File: src/rtl/clock_divider_pkg.sv
// Shared types and helpers for the programmable clock divider.
// Imported by the holding register and the divider top.
package clock_divider_pkg;

    typedef enum logic [1:0] {
        IDLE,
        RUN,
        STOPPING
    } state_t;

    localparam int DIV_MIN = 2;

    // High-phase length: ceil(N/2)
    function automatic logic [31:0] hi_len(input logic [31:0] n);
        return n - (n >> 1);
    endfunction

endpackage

File: src/rtl/div_hold_reg.sv
// One-entry valid/ready holding register with a lower clamp.
// The owner empties the slot with a load strobe.
module div_hold_reg
    import clock_divider_pkg::*;
#(
    parameter int W   = 8,
    parameter int MIN = DIV_MIN
) (
    input  logic         clk,
    input  logic         rst,
    input  logic [W-1:0] wr_data,
    input  logic         wr_valid,
    output logic         wr_ready,
    input  logic         load,
    output logic [W-1:0] hold_data,
    output logic         full
);

    assign wr_ready = !full;

    // Capture and load never coincide: load needs full, capture needs empty
    always_ff @(posedge clk or posedge rst) begin
        if (rst) begin
            full      <= 1'b0;
            hold_data <= '0;
        end else if (wr_valid && wr_ready) begin
            full      <= 1'b1;
            hold_data <= (wr_data < W'(MIN)) ? W'(MIN) : wr_data;
        end else if (load) begin
            full      <= 1'b0;
        end
    end

endmodule

File: src/rtl/clock_divider.sv
// Programmable integer clock divider with glitch-free divisor
// changes and start/stop; all outputs registered in clk_in domain.
module clock_divider
    import clock_divider_pkg::*;
#(
    parameter int DIV_W       = 8,
    parameter int DEFAULT_DIV = 4
) (
    input  logic             clk_in,
    input  logic             rst,
    input  logic             en,
    input  logic [DIV_W-1:0] div_in,
    input  logic             div_valid,
    output logic             div_ready,
    output logic             clk_out,
    output logic             rise_tick,
    output logic             fall_tick,
    output logic [DIV_W-1:0] div_active,
    output logic             running
);

    state_t           state;
    state_t           next_state;
    logic [DIV_W-1:0] cnt;
    logic [DIV_W-1:0] next_cnt;
    logic [DIV_W-1:0] next_div;
    logic [DIV_W-1:0] hi_next;
    logic [DIV_W-1:0] pend_div;
    logic             pend_full;
    logic             load;
    logic             wrap;
    logic             next_run;

    div_hold_reg #(
        .W   (DIV_W),
        .MIN (DIV_MIN)
    ) u_hold (
        .clk       (clk_in),
        .rst       (rst),
        .wr_data   (div_in),
        .wr_valid  (div_valid),
        .wr_ready  (div_ready),
        .load      (load),
        .hold_data (pend_div),
        .full      (pend_full)
    );

    always_comb begin
        next_state = state;
        next_cnt   = '0;
        wrap       = (cnt == div_active - DIV_W'(1));
        // Pending divisor only takes effect between periods
        load       = pend_full && (state == IDLE || wrap);
        next_div   = load ? pend_div : div_active;
        unique case (state)
            IDLE: begin
                if (en) next_state = RUN;
            end
            RUN: begin
                next_cnt = wrap ? '0 : cnt + DIV_W'(1);
                if (!en) next_state = STOPPING;
            end
            STOPPING: begin
                next_cnt = wrap ? '0 : cnt + DIV_W'(1);
                if (en)        next_state = RUN;
                else if (wrap) next_state = IDLE;
            end
            default: next_state = IDLE;
        endcase
        next_run = (next_state != IDLE);
        hi_next  = DIV_W'(hi_len(32'(next_div)));
    end

    always_ff @(posedge clk_in or posedge rst) begin
        if (rst) begin
            state      <= IDLE;
            cnt        <= '0;
            div_active <= DIV_W'(DEFAULT_DIV);
            clk_out    <= 1'b0;
            rise_tick  <= 1'b0;
            fall_tick  <= 1'b0;
            running    <= 1'b0;
        end else begin
            state      <= next_state;
            cnt        <= next_cnt;
            div_active <= next_div;
            clk_out    <= next_run && (next_cnt < hi_next);
            rise_tick  <= next_run && (next_cnt == '0);
            fall_tick  <= next_run && (next_cnt == hi_next);
            running    <= next_run;
        end
    end

endmodule

File: config.mk
export PLATFORM = sky130hd
export DESIGN_NAME = clock_divider
export DESIGN_NICKNAME = d
export VERILOG_FILES = /design/src/rtl/clock_divider_pkg.sv /design/src/rtl/div_hold_reg.sv /design/src/rtl/clock_divider.sv
export SDC_FILE = /design/constraint.sdc
export NUM_CORES = 1
export LEC_CHECK = 0
export ABC_AREA = 1
export CORE_MARGIN = 2
export CORE_UTILIZATION = 45
export CTS_CLUSTER_DIAMETER = 120
export DETAILED_ROUTE_END_ITERATION = 7
export GPL_TIMING_DRIVEN = 0
export PLACE_DENSITY = 0.75
export SYNTH_ARGS = -nofsm -noshare
export SYNTH_HDL_FRONTEND = slang
export SYNTH_SLANG_ARGS = --single-unit
File: constraint.sdc
create_clock -name clk_in -period 5.1 [get_ports clk_in]
set_clock_uncertainty 0.2 [all_clocks]
set_input_delay 1.02 -clock clk_in [delete_from_list [all_inputs] [get_ports clk_in]]
set_output_delay 1.02 -clock clk_in [all_outputs]
set_load 0.005 [all_outputs]
==> results.cfg <==
[sta]
max_freq_mhz = 221
maxSlewViolCount = 0
final.setup.tns_ns = 0
relSlewSlack_pct = 64.6
fin_crit_sh_pct = 88.6
rsz0062_at_grt = no
min_period_ns = 4.52
hold_viol = 0
worst_slew_pin_slew_ns = 0.526
finalSetupViolations = 0

[synthesis]
synth_edf_count = 0
synthArstFlopShare_pct = 100
yosysTopAreaCellShare_pct = 33.9
syn_area_per_cell_sq_um = 7.38
synth_flop_cell = dfrtp_1
synth_top_cell_by_area = dfrtp_1
ys_seq_elements = 31
yosysWarnings = 0
yosysUniqueCellTypes = 27
synth_area_leaders = dfrtp_1 34%, nand2_1 13%, ha_1 11%
synth_seq_area_share_pct = 35.1
synth_nets = 333
syn_inst = 300
syn-cell-area_sq_um = 2210

[floorplan]
initial_core_util_pct = 46.9
chipWidth_um = 74.1
pin_count = 25
coreArea_sq_um = 4720
die_h_um = 74.1
dieArea_sq_um = 5500
num_rows = 25

[clock_tree]
cts_buffers = 5
clock_latency_ns = 0.28
cts_tree = built
cts_root_buf = clkbuf_8
clk_pin_slew_ns = 0.06
cts-resized-gates = 0
clock_sinks = 31
cts.htree.levels = 2
cts_buffer_depth = 2
post_cts_buffers = 0
holdBufCountCts = 0

[critical_path]
cp-end-kind = flip-flop
crit_arrival_ns = 4.48
cp-start-kind = flip-flop
critPathMaxFanout = 10
required_ns = 5.06
criticalPathCategory = flip-flop to flip-flop

[final_layout]
regArea_sq_um = 777
drive_above_1_share_pct = 7.21
diodes = 0
fin_nets = 365
area_growth_pct = 19.5
multi_input_area_sq_um = 1240
nFillCells = 438

[grt]
grt_max_degree = 32
grt_pass1_vias = 1802
gr-total-overflow = 0
antenna_found_initial = 0
track_usage_pct = 18.5
grt_pass1_wl_um = 7780

[route]
wl_met2_um = 2150
drtPass1Iterations = 4
wl_um = 4610
viasPerCell = 4.78
dr_wl_met3_um = 151
ant_nets = 0
met1_length_um = 2230
drtIter0Drc = 115
top_layer_used = met4
drc = 0
wire_per_inst_um = 11.5
vias = 1910

[placement]
port_buffers = 24
dp_hpwl_um = 3600
gp_congestion = 0.882

[flow_run]
cap_violations = 0

[status]
status = completed

[hold_path]
hold_class = flip-flop to flip-flop
## per-stage QoR
stage          instance area, sq um  util, %  hold WS, ns  instances  setup slack (ns)
3_3_place_gp                   2540     53.7        0.271        391             0.716
6_report                       2650     56.0        0.275        400             0.581
3_5_place_dp                   2540     53.7        0.275        391             0.676
5_1_grt                        2650     56.0        0.322        400             0.127
4_1_cts                        2620     55.4        0.291        399             0.639
2_1_floorplan                  2210        -        0.237        300              1.26
## final timing paths
check,start,end,slack [ns],cells past startpoint
worst max register to register,div_active[0],clk_out,0.58,27
max in group asynchronous,rst,div_active[2],3.25,3
min in group asynchronous,rst,cnt[4],0.88,2
worst max-delay path,div_active[0],clk_out,0.58,27
worst min register to register,u_hold.hold_data[7],u_hold.hold_data[7],0.28,2
worst min-delay path,u_hold.hold_data[7],u_hold.hold_data[7],0.28,2
## layout by cell type (no fill, tap or decap), drive strengths merged
cell and count:
ha 20, nand4 4, nor4 2, buf 1, nor2 27, nand2 89
clkdlybuf4s50 24, fa 1, a22oi 1, nor3 2, dfstp 1, nand3b 3
dfrtp 30, xnor2 4, o21ai 16, inv 51, o2111a 1, xor2 9
nand3 24, a21oi 11, clkbuf 10, nor3b 1, and2 1
## per-layer routing
| metal | up-vias | global-route usage, % |
|---|---|---|
| met4 | 0 | 6.67 |
| met5 | - | 0 |
| met2 | 24 | 29.8 |
| met1 | 863 | 24.9 |
| li1 | 1016 | - |
| met3 | 7 | 3.79 |
## critical path, stage by stage (launching register included)
cell	delay, ns
dfrtp_1	0.40
inv_2	0.12
ha_1	0.21
nand2_2	0.08
nor2_2	0.16
nand2_1	0.08
nand2_1	0.08
nand3_1	0.08
nor2_1	0.14
nand2_2	0.11
nand2_4	0.12
nand2_4	0.09
clkbuf_1	0.23
o21ai_0	0.49
inv_1	0.10
ha_1	0.30
nand3b_1	0.08
and2_0	0.19
inv_1	0.09
nand4_1	0.11
nand3_1	0.08
nand2_1	0.06
nand2_1	0.06
ha_1	0.29
nand2_1	0.08
nor2_1	0.17
nand2_1	0.08
o2111a_1	0.13
## cell type report
class                           instances  area share, %
Multi-Input combinational cell        216           46.8
Sequential cell                        31           29.4
Clock buffer                            8           3.03
Inverter                               51           7.24
Buffer                                  2          0.284
Tap cell                               67           3.17
Timing Repair Buffer                   25           10.1
## logic make-up after synthesis
logic type	share of synthesized area (%)
AO/OA/AOI/OAI	6.95
XOR/XNOR	5.14
adder cells (fa/ha/maj)	12.2
buffers and inverters	8.99
flip-flops	35.1
AND/OR/NAND/NOR	31.6
## flip-flops by register name, indices dropped and copies added, names as in the netlist
| register | flops |
|---|---|
| running | 1 |
| u_hold.full | 1 |
| state | 2 |
| clk_out | 1 |
| div_active | 8 |
| rise_tick | 1 |
| u_hold.hold_data | 8 |
| cnt | 8 |
| fall_tick | 1 |
## synth_stat cells (2+ instances only)
| library cell | count |
|---|---|
| nand2_2 | 8 |
| a21oi_1 | 11 |
| nand2_1 | 78 |
| xor2_1 | 9 |
| nand3_2 | 2 |
| dfrtp_1 | 30 |
| xnor2_1 | 4 |
| ha_1 | 20 |
| nor2_1 | 24 |
| nor4_1 | 2 |
| clkbuf_1 | 2 |
| nand3b_1 | 3 |
| o21ai_0 | 15 |
| nor3_1 | 2 |
| nand3_1 | 22 |
| nand4_1 | 4 |
| nand2_4 | 3 |
| nor2_2 | 3 |
| inv_1 | 50 |
Power is not shown: default switching activity piles up to over one toggle a cycle in this logic, so the estimate is an artifact.
